**config.mk**
```make
export PLATFORM = sky130hd
export DESIGN_NAME = delay_line_meas_flat
export DESIGN_NICKNAME = d
export VERILOG_FILES = /design/src/rtl/delay_line_meas_if.sv /design/src/rtl/delay_line_meas.sv /design/src/flat_wrapper.sv
export SDC_FILE = /design/constraint.sdc
export NUM_CORES = 1
export LEC_CHECK = 0
export ABC_AREA = 1
export CORE_ASPECT_RATIO = 0.8
export CORE_MARGIN = 2
export CORE_UTILIZATION = 52
export CTS_CLUSTER_DIAMETER = 80
export DETAILED_ROUTE_END_ITERATION = 8
export PLACE_DENSITY = 0.89
export RECOVER_POWER = 25
export SYNTH_ARGS = -nofsm -noshare
export SYNTH_HDL_FRONTEND = slang
export SYNTH_SLANG_ARGS = --single-unit
```
**constraint.sdc**
```tcl
create_clock -name clk -period 3.9 [get_ports clk]
set_input_delay 0.585 -clock clk [delete_from_list [all_inputs] [get_ports clk]]
set_output_delay 0.585 -clock clk [all_outputs]
set_load 0.005 [all_outputs]
```
**src/rtl/delay_line_meas_if.sv**
```systemverilog
// Result channel between the delay-line measurement sequencer and the output mux.
// The master presents a held result with valid; the slave accepts it with ready.
interface delay_line_meas_if #(
    parameter int unsigned RES_W = 9
);
    logic             o_valid;
    logic             i_ready;
    logic [RES_W-1:0] o_result;
    logic             o_ovf;

    modport master (
        output o_valid,
        output o_result,
        output o_ovf,
        input  i_ready
    );

    modport slave (
        input  o_valid,
        input  o_result,
        input  o_ovf,
        output i_ready
    );
endinterface

```
**src/rtl/delay_line_meas.sv**
```systemverilog
// Delay-line measurement sequencer: launches an edge, captures the tap thermometer
// code, accumulates 2^AVG_LOG2 tap counts and hands the sum out on valid/ready.
module delay_line_meas #(
    parameter int unsigned TAPS     = 32,
    parameter int unsigned CNT_W    = $clog2(TAPS + 1),
    parameter int unsigned AVG_LOG2 = 3,
    parameter int unsigned CLR_CYC  = 2
) (
    input  logic              clk,
    input  logic              rst,
    input  logic              i_start,
    output logic              o_launch,
    input  logic [TAPS-1:0]   i_taps,
    output logic              o_busy,
    delay_line_meas_if.master res
);

    localparam int unsigned ACC_W = CNT_W + AVG_LOG2;
    localparam int unsigned IDX_W = (AVG_LOG2 > 0) ? AVG_LOG2 : 1;
    localparam int unsigned CLR_W = 4;
    localparam int unsigned NSAMP = 1 << AVG_LOG2;

    typedef enum logic [2:0] {
        S_IDLE  = 3'd0,
        S_CLEAR = 3'd1,
        S_FIRE  = 3'd2,
        S_WAIT  = 3'd3,
        S_ACC   = 3'd4,
        S_DONE  = 3'd5
    } state_e;

    state_e            state_q, state_d;
    logic [TAPS-1:0]   cap_q, cap_qq;
    logic [ACC_W-1:0]  acc_q, acc_d;
    logic [IDX_W-1:0]  idx_q, idx_d;
    logic [CLR_W-1:0]  clr_q, clr_d;
    logic              ovf_q, ovf_d;
    logic              launch_q, launch_d;
    logic              busy_q, busy_d;
    logic              valid_q, valid_d;
    logic [CNT_W-1:0]  count_c;
    logic              last_c;
    logic              clr_end_c;

    // Two-flop capture of the asynchronous tap vector; only cap_qq feeds logic.
    always_ff @(posedge clk or posedge rst) begin
        if (rst) begin
            cap_q  <= '0;
            cap_qq <= '0;
        end else begin
            cap_q  <= i_taps;
            cap_qq <= cap_q;
        end
    end

    // Run length of ones from tap 0; anything above the first zero is a bubble.
    always_comb begin
        count_c = CNT_W'(TAPS);
        for (int i = int'(TAPS) - 1; i >= 0; i--) begin
            if (!cap_qq[i]) begin
                count_c = CNT_W'(i);
            end
        end
    end

    assign last_c    = (idx_q == IDX_W'(NSAMP - 1));
    assign clr_end_c = (clr_q == CLR_W'(CLR_CYC - 1));

    always_ff @(posedge clk or posedge rst) begin
        if (rst) begin
            state_q <= S_IDLE;
        end else begin
            state_q <= state_d;
        end
    end

    always_comb begin
        state_d = state_q;
        case (state_q)
            S_IDLE:  if (i_start) state_d = S_CLEAR;
            S_CLEAR: if (clr_end_c) state_d = S_FIRE;
            S_FIRE:  state_d = S_WAIT;
            S_WAIT:  state_d = S_ACC;
            S_ACC:   state_d = last_c ? S_DONE : S_CLEAR;
            S_DONE:  if (valid_q && res.i_ready) state_d = S_IDLE;
            default: state_d = S_IDLE;
        endcase
    end

    // Datapath updates and registered-output next values, keyed off the FSM.
    always_comb begin
        acc_d    = acc_q;
        idx_d    = idx_q;
        ovf_d    = ovf_q;
        clr_d    = clr_q;
        launch_d = 1'b0;
        busy_d   = 1'b0;
        valid_d  = 1'b0;

        case (state_q)
            S_IDLE: begin
                if (i_start) begin
                    acc_d = '0;
                    idx_d = '0;
                    ovf_d = 1'b0;
                    clr_d = '0;
                end
            end
            S_CLEAR: begin
                clr_d = clr_q + CLR_W'(1);
            end
            S_ACC: begin
                acc_d = acc_q + ACC_W'(count_c);
                ovf_d = ovf_q | (count_c == CNT_W'(TAPS));
                clr_d = '0;
                if (!last_c) begin
                    idx_d = idx_q + IDX_W'(1);
                end
            end
            default: ;
        endcase

        // Outputs are registered from the next state so they align with the state.
        launch_d = (state_d == S_FIRE) || (state_d == S_WAIT);
        busy_d   = (state_d == S_CLEAR) || (state_d == S_FIRE) ||
                   (state_d == S_WAIT)  || (state_d == S_ACC);
        valid_d  = (state_d == S_DONE);
    end

    always_ff @(posedge clk or posedge rst) begin
        if (rst) begin
            acc_q    <= '0;
            idx_q    <= '0;
            ovf_q    <= 1'b0;
            clr_q    <= '0;
            launch_q <= 1'b0;
            busy_q   <= 1'b0;
            valid_q  <= 1'b0;
        end else begin
            acc_q    <= acc_d;
            idx_q    <= idx_d;
            ovf_q    <= ovf_d;
            clr_q    <= clr_d;
            launch_q <= launch_d;
            busy_q   <= busy_d;
            valid_q  <= valid_d;
        end
    end

    assign o_launch     = launch_q;
    assign o_busy       = busy_q;
    assign res.o_valid  = valid_q;
    assign res.o_result = acc_q;
    assign res.o_ovf    = ovf_q;

endmodule

```
**src/flat_wrapper.sv**
```systemverilog
// flat-port wrapper written by rule: the top's interface ports become plain ports
module delay_line_meas_flat 
#(
    parameter int unsigned TAPS     = 32,
    parameter int unsigned CNT_W    = $clog2(TAPS + 1),
    parameter int unsigned AVG_LOG2 = 3,
    parameter int unsigned CLR_CYC  = 2
)
  (clk, rst, i_start, o_launch, i_taps, o_busy, res_o_valid, res_o_result, res_o_ovf, res_i_ready);
  delay_line_meas_if #(.RES_W((9))) res_i ();
  input  logic clk;
  input  logic rst;
  input  logic i_start;
  output logic o_launch;
  input  logic [TAPS-1:0] i_taps;
  output logic o_busy;
  output wire logic [$bits(res_i.o_valid)-1:0] res_o_valid;
  output wire logic [$bits(res_i.o_result)-1:0] res_o_result;
  output wire logic [$bits(res_i.o_ovf)-1:0] res_o_ovf;
  input wire logic [$bits(res_i.i_ready)-1:0] res_i_ready;
  assign res_o_valid = res_i.o_valid;
  assign res_o_result = res_i.o_result;
  assign res_o_ovf = res_i.o_ovf;
  assign res_i.i_ready = res_i_ready;
  delay_line_meas #(.TAPS(TAPS), .CNT_W(CNT_W), .AVG_LOG2(AVG_LOG2), .CLR_CYC(CLR_CYC)) u_core (.clk(clk), .rst(rst), .i_start(i_start), .o_launch(o_launch), .i_taps(i_taps), .o_busy(o_busy), .res(res_i));
endmodule
```
==> metrics.md, run 1 <==
| Metric | Value |
|---|---|
| Share of the synthesized area in the top cell type | `0.694` |
| Worst path top cell family by delay | `simple AND/OR/NAND/NOR gates` |
| EDFF count, synth | `0` |
| Vias per inst | `4.94` |
| Die Height | `73.5 µm` |
| Period utilisation layout | `0.900` |
| CTS Buf Count | `9` |
| Port bufs | `48` |
| Post-CTS Hold Fix Bufs | `0` |
| Final nets | `389` |
| Mux contribution to synthesized area | `0` |
| CTS tree | `built` |
| RR Startpoint | `u_core.cap_qq[31]` |
| Placer congestion estimate | `0.874` |
| RSZ-0062 raised after global routing | `true` |
| Synth Instances | `277` |
| Routed WL per cell | `11.7 µm` |
| Routed WL | `5010 µm` |
| Skew-Pair Late Insertion Delay | `0.35 ns` |
| Clock sink count | `87` |
| Io pins | `49` |
| Routed Antenna Nets | `0` |
| Hold Fails Final Rpt | `0` |
| Vias post-DR | `2115` |
| Number of synthesized register bits | `87` |
| WHS Path Cells | `0` |
| LEAKAGE | `1.91 nW` |
| Core Box Area | `5880 µm²` |
| Cells after DPL | `408` |
| Post-synthesis simple-gate area fraction | `0.144` |
| Synth Net Count | `324` |
| Largest net degree at the start of global routing | `50` |
| Highest-delay cell along the critical path | `dfrtp_1` |
| Ys Warns | `0` |
| Stages on worst setup path | `44` |
| Die Area | `6680 µm²` |
| Hold_sp | `u_core.cap_q[1]` |
| Initial DRT Pass Iterations | `4` |
| Layout cells sized above 1 | `0.0980` |
| Number of remaining DRC errors | `0` |
| CP required | `4.19 ns` |
| Setup_tns | `0 ns` |
| Power per cell area | `506 nW/µm²` |
| Initial core utilization | `0.534` |
| H-Tree Depth | `3` |
| Largest family of logic cells by synthesized area | `simple AND/OR/NAND/NOR gates` |
| XOR/XNOR Fraction of Synth Area | `0.00279` |
| Initial antenna violation count | `0` |
| Clock Skews | `0.0107 ns` |
| Total grt overflow | `0` |
| Nature of the critical path endpoint | `flip-flop` |
| Asr flop ratio synth | `1.00` |
| Rel. slew slack | `0.470` |
| Crit path kind | `reg -> reg` |
| DP Wirelength | `3610 µm` |
| Clock Path Buffers | `2` |
| VDD IR-drop max | `0.329 mV` |
| Final-report max-slew violation count | `0` |
| Most common cell in the synthesized netlist | `dfrtp_1` |
| Area share of fa/ha/maj cells after synthesis | `0.0463` |
| Crit-path max FO | `2` |
| Global-route wire length before repair | `8580 µm` |
| DIE WIDTH | `90.9 µm` |
| Minimum clock period | `3.51 ns` |
| Critical Path AT | `3.80 ns` |
| Run status | `complete, no violations` |
| Num rows | `25` |
| Final setup violation count | `0` |
| Worst slew pin tran | `0.795 ns` |
| Synthesized cell area | `3140 µm²` |
| Antenna diodes | `0` |
| Most used cell, CP | `nand2_1` |
| Worst R2R Path Depth | `44` |
| Vias in the first global route | `1992` |
| Clock slew seen by the registers of the worst setup and hold paths | `0.09 ns` |
| Top_reg_cell synth | `dfrtp_1` |
| Area contributors post-synth | `dfrtp_1, nand2_1, ha_1` |
| Top cells by count, synth | `dfrtp_1, nand2_1, inv_1, nor2_1` |
| MaxCap Viol Count | `0` |
| Worst path bufs/invs | `2` |
| Post-route insts no fill | `428` |
| # fillers | `460` |
| Worst hold path type | `reg -> reg` |
| Startpoint types | `flip-flop` |
| Compound-Gate Fraction of Synth Area | `0.0785` |
| Synth Area per Inst | `11.3 µm²` |
| Tot GR Track Use | `0.170` |
| Critical Path Start | `u_core.cap_qq[31]` |
| Post-synthesis cell type count | `26` |
| Post-synthesis sequential area ratio | `0.694` |
| Critical Path Max Stage Delay | `0.38 ns` |
| First-iteration detailed-routing DRC count | `137` |
| Top cell type by total area after synthesis | `dfrtp_1` |
| P&R area growth vs syn | `26.5%` |
| Max frequency | `0.285 GHz` |
| Clock tree root driver cell | `clkbuf_8` |
==> metal layers <==
metal	routed length (µm)	share of wire	up-vias	global-route usage
li1	-	-	1039	-
met3	291	0.058	11	0.0708
met1	2070	0.41	1005	0.195
met5	0	0	-	0
met2	2530	0.51	60	0.285
met4	114	0.023	0	0.0808
==> cell usage in the layout, fill, tap and decap left out <==
cell,count
a2111o_1,1
a21boi_0,1
a21o_1,1
a21oi_1,5
a21oi_2,3
a22o_1,4
a311o_1,1
a31oi_1,4
a32o_1,1
buf_4,7
clkbuf_8,9
clkdlybuf4s50_1,34
clkinv_2,3
clkinvlp_4,2
dfrtp_1,87
dlygate4sd3_1,14
fa_2,1
ha_1,9
ha_2,1
inv_1,27
inv_6,2
inv_8,1
nand2_1,65
nand2_2,2
nand3_1,13
nand4_1,3
nor2_1,19
nor2_2,2
nor3_1,5
nor4_1,1
o2111ai_1,1
o211ai_1,2
o21ai_0,13
o21bai_1,1
or2_2,1
xnor2_1,1
==> cells by family after synthesis <==
| family | after synthesis |
|---|---|
| AO/OA/AOI/OAI | 38 |
| XOR/XNOR | 1 |
| adder cells (fa/ha/maj) | 11 |
| buffers and inverters | 29 |
| flip-flops | 87 |
| AND/OR/NAND/NOR | 111 |
==> power by group <==
part / switching, mW / total (mW) / internal (mW)
sequential: 0.0732 / 1.07 / 0.999
clock: 0.314 / 0.551 / 0.237
combinational: 0.212 / 0.386 / 0.175
==> through the flow <==
| stage | setup slack (ns) | power (mW) | instance area [µm²] | util | hold slack [ns] |
|---|---|---|---|---|---|
| detailed placement | 0.371 | 1.47 | 3740 | 0.636 | 0.336 |
| CTS | 0.343 | 2.03 | 3920 | 0.666 | 0.348 |
| global route | -0.0465 | 2.15 | 3970 | 0.675 | 0.355 |
| floorplan | 0.714 | 1.30 | 3140 | - | 0.331 |
| finish | 0.389 | 2.01 | 3970 | 0.675 | 0.346 |
| global placement | 0.481 | 1.45 | 3740 | 0.636 | 0.333 |
==> flip-flops by register name (all words and copies together) (netlist names) <==
register,cells
u_core.res.o_ovf,1
u_core.o_busy,1
u_core.o_launch,1
u_core.clr_q,4
u_core.cap_qq,32
u_core.res.o_result,9
u_core.res.o_valid,1
u_core.state_q,3
u_core.cap_q,32
u_core.idx_q,3
==> path summary, 6_finish.rpt <==
path                                          end  slack [ns]
hold reg to reg                  u_core.cap_qq[1]        0.35
setup / recovery           u_core.res.o_result[8]        0.39
max in group asynchronous         u_core.cap_q[1]        2.49
setup reg to reg           u_core.res.o_result[8]        0.39
min in group asynchronous           u_core.o_busy        0.68
hold / removal                   u_core.cap_qq[1]        0.35
==> layout make-up <==
cell class	instances	area [µm²]	area share
flip-flops and latches	87	2180	0.548
multi-input cells	161	875	0.220
repair buffers	55	533	0.134
clock buffers	9	124	0.0312
inverters	28	106	0.0268
well taps	81	101	0.0255
clock inverters	7	53.8	0.0136
==> worst register-to-register path: cells and delay by family (launching register included) <==
family / cells / cell delay, ns
DFF: 1 / 0.38
buffers and inverters: 2 / 0.10
AOI/OAI and AO/OA: 5 / 0.57
and+or+nand+nor: 35 / 1.96
adders and majority gates: 2 / 0.42
==> timing repair <==
item,in CTS,in global routing
endpoints found under the setup margin,0,1
setup buffers,0,4
resized for setup,0,8
(Power assumes the default switching activity.)
==> inputs of run 2 (changes only) <==
--- a/config.mk
+++ b/config.mk
@@ -5,10 +5,9 @@
 export SDC_FILE = /design/constraint.sdc
 export NUM_CORES = 1
 export LEC_CHECK = 0
-export ABC_AREA = 1
 export CORE_ASPECT_RATIO = 0.8
 export CORE_MARGIN = 2
-export CORE_UTILIZATION = 52
+export CORE_UTILIZATION = 53
 export CTS_CLUSTER_DIAMETER = 80
 export DETAILED_ROUTE_END_ITERATION = 8
 export PLACE_DENSITY = 0.89
==> run 2 against run 1 <==
Register-to-register slack improved by 0.77 ns. Non-clock buffer count is 6 lower. Combinational power shrank 16%. Via count increased by 4.2%. Clock skew about the same. Flip-flop and latch count stayed put. Highest routed layer unchanged.
==> metrics.md, run 2 <==
| Metric | Value |
|---|---|
| Synth Instances | `269` |
| Layout cells sized above 1 | `0.0945` |
| Post-synthesis sequential area ratio | `0.658` |
| Final setup violation count | `0` |
| Top cell type by total area after synthesis | `dfrtp_1` |
| Asr flop ratio synth | `1.00` |
| CP required | `4.14 ns` |
| Tot GR Track Use | `0.187` |
| Post-CTS Hold Fix Bufs | `0` |
| Port bufs | `48` |
| Routed WL per cell | `13.6 µm` |
| Minimum clock period | `2.74 ns` |
| Clock Power Share | `0.297` |
| Critical Path Max Stage Delay | `0.45 ns` |
| GRT Max-Usage Layer | `met2` |
| Rel. slew slack | `0.299` |
| Initial DRT Pass Iterations | `4` |
| Vias post-DR | `2204` |
| Io pins | `49` |
| Most frequent cells in the layout | `dfrtp_1, clkdlybuf4s50_1, o21ai_0, nand2_1, a21oi_1` |
| Top cells by count, synth | `dfrtp_1, nand2_1, o21ai_0, a21oi_1, inv_1` |
| Num rows | `25` |
| Final nets | `371` |
| Crit path kind | `reg -> reg` |
| Post-CTS Setup Bufs | `0` |
| Largest net degree at the start of global routing | `67` |
| Initial antenna violation count | `0` |
| P&R area growth vs syn | `22.9%` |
| Worst slew pin tran | `1.05 ns` |
| Period utilisation layout | `0.702` |
| Critical path, cell by cell | `inv_1 > o21ai_0 > a21o_1 > a221oi_1 > a21oi_1 > ha_1 > fa_1 > a211oi_2 > nor2_1 > o311ai_2 > nor3_1 > o21bai_1` |
| Core Box Area | `5970 µm²` |
| Vias in the first global route | `2259` |
| VDD IR-drop max | `0.321 mV` |
| Routed WL | `5580 µm` |
| Met2 usage | `0.333` |
| Die Height | `74.7 µm` |
| LEAKAGE | `1.79 nW` |
| CTS tree | `built` |
| Clock slew seen by the registers of the worst setup and hold paths | `0.09 ns` |
| Switching share of total power | `0.285` |
| Net Switching | `0.577 mW` |
| Ys Warns | `0` |
| Vias per inst | `5.39` |
| Top_reg_cell synth | `dfrtp_1` |
| Cts repair resizes | `0` |
| Highest-delay cell along the critical path | `fa_1` |
| Synthesized cell area | `3310 µm²` |
| Die Area | `6900 µm²` |
| Total grt overflow | `0` |
| Synth Net Count | `316` |
| Setup_tns | `0 ns` |
| Crit-path max FO | `4` |
| # fillers | `427` |
| MaxCap Viol Count | `0` |
| Routed Antenna Nets | `0` |
| Power Internal | `1.44 mW` |
| Clock sink count | `87` |
| Flop pwr share | `0.542` |
| Initial core utilization | `0.554` |
| Skew-Pair Late Insertion Delay | `0.36 ns` |
| Run status | `complete, no violations` |
| Startpoint types | `flip-flop` |
| Placer congestion estimate | `0.846` |
| Global-route wire length before repair | `9790 µm` |
| CTS Buf Count | `9` |
| H-Tree Depth | `3` |
| Met1 usage | `0.216` |
| Clock Skews | `0.0107 ns` |
| EDFF count, synth | `0` |
| Nature of the critical path endpoint | `flip-flop` |
| Met3 GRT Util | `0.0641` |
| Area contributors post-synth | `dfrtp_1, ha_1, o21ai_0` |
| Antenna diodes | `0` |
| First-iteration detailed-routing DRC count | `66` |
| Worst hold path type | `reg -> reg` |
| Gate power share | `0.161` |
| Clock tree root driver cell | `clkbuf_8` |
| DP Wirelength | `4140 µm` |
| Final-report max-slew violation count | `0` |
| Max frequency | `0.365 GHz` |
| Most common cell in the synthesized netlist | `dfrtp_1` |
| Number of remaining DRC errors | `0` |
| Clock Path Buffers | `2` |
| DIE WIDTH | `92.3 µm` |
| Power per cell area | `497 nW/µm²` |
| Share of the synthesized area in the top cell type | `0.658` |
| Critical Path AT | `2.98 ns` |
| Hold Fails Final Rpt | `0` |
| RSZ-0062 raised after global routing | `false` |
| Synth Area per Inst | `12.3 µm²` |
| Total power | `2.02 mW` |
| Most common cell after layout, fill and taps aside | `dfrtp_1` |
| Post-synthesis cell type count | `47` |
| Number of synthesized register bits | `87` |
==> run 2: changes by cell type in the layout (fill, tap and decap cells not counted), moves of 6 or more <==
cell / previous run / this run
nand2_1: 65 / 24
nand4_1: 3 / 10
o21ai_0: 13 / 24
inv_1: 27 / 10
a21oi_1: 5 / 22
nor2_1: 19 / 9
buf_4: 7 / 1
==> run 2: layout make-up <==
cell class                      instances  area [µm²]  area share
Multi-Input combinational cell        165        1060       0.261
Sequential cell                        87        2180       0.535
Inverter                               12        48.8      0.0120
Tap cell                               81         101      0.0249
Timing Repair Buffer                   49         488       0.120
Clock inverter                          6        67.6      0.0166
Clock buffer                            9         124      0.0305
==> run 2: layer usage <==
| layer | part of all wire | vias to the layer above |
|---|---|---|
| met5 | 0 | - |
| met4 | 0.018 | 0 |
| met3 | 0.053 | 10 |
| met2 | 0.52 | 66 |
| met1 | 0.41 | 1065 |
| li1 | - | 1063 |
==> run 2: per-stage QoR <==
step	cells	setup WS [ns]	hold WS [ns]	area, µm²	util
after global routing	409	0.937	0.365	4070	0.681
after floorplan	269	1.06	0.331	3310	-
after global placement	394	1.25	0.336	3870	0.649
after detailed placement	394	1.16	0.335	3870	0.649
final	409	1.16	0.342	4070	0.681
after CTS	409	1.13	0.349	4070	0.681
==> run 2: cell families (layout without fill, tap and decap cells) <==
kind of cell	Yosys count	in the layout	share of synthesized area
AOI/OAI and AO/OA	78	78	0.146
xor gates and xnor gates	3	3	0.00794
adders and majority gates	11	11	0.0439
DFF	87	87	0.658
muxes	1	1	0.00302
buffers and inverters	17	76	0.0219
and+or+nand+nor	72	72	0.119
==> run 2: path summary, 6_finish.rpt <==
check                                  startpoint                endpoint  slack (ns)  depth (start not counted)
worst max-delay path            u_core.cap_qq[16]  u_core.res.o_result[8]        1.16                         12
worst min-delay path             u_core.cap_q[17]       u_core.cap_qq[17]        0.34                          0
worst max register to register  u_core.cap_qq[16]  u_core.res.o_result[8]        1.16                         12
worst min register to register   u_core.cap_q[17]       u_core.cap_qq[17]        0.34                          0
max in group asynchronous                     rst        u_core.cap_q[17]        2.30                          3
min in group asynchronous                     rst         u_core.clr_q[1]        0.77                          2
==> run 2: power groups by stage <==
stage	Combinational [mW]	Clock (mW)	Sequential [mW]
CTS	0.332	0.621	1.09
global placement	0.307	0	1.11
detailed placement	0.330	0	1.11
finish	0.325	0.599	1.10
global route	0.372	0.654	1.11
floorplan	0.236	0	1.07
==> run 2: worst max-delay path, delay by kind of cell (launching register included) <==
| kind | cells | cell delay (ns) |
|---|---|---|
| simple gates | 2 | 0.18 |
| flops | 1 | 0.41 |
| compound gates | 7 | 1.31 |
| buf+inv | 1 | 0.06 |
| fa+ha+maj | 2 | 0.67 |
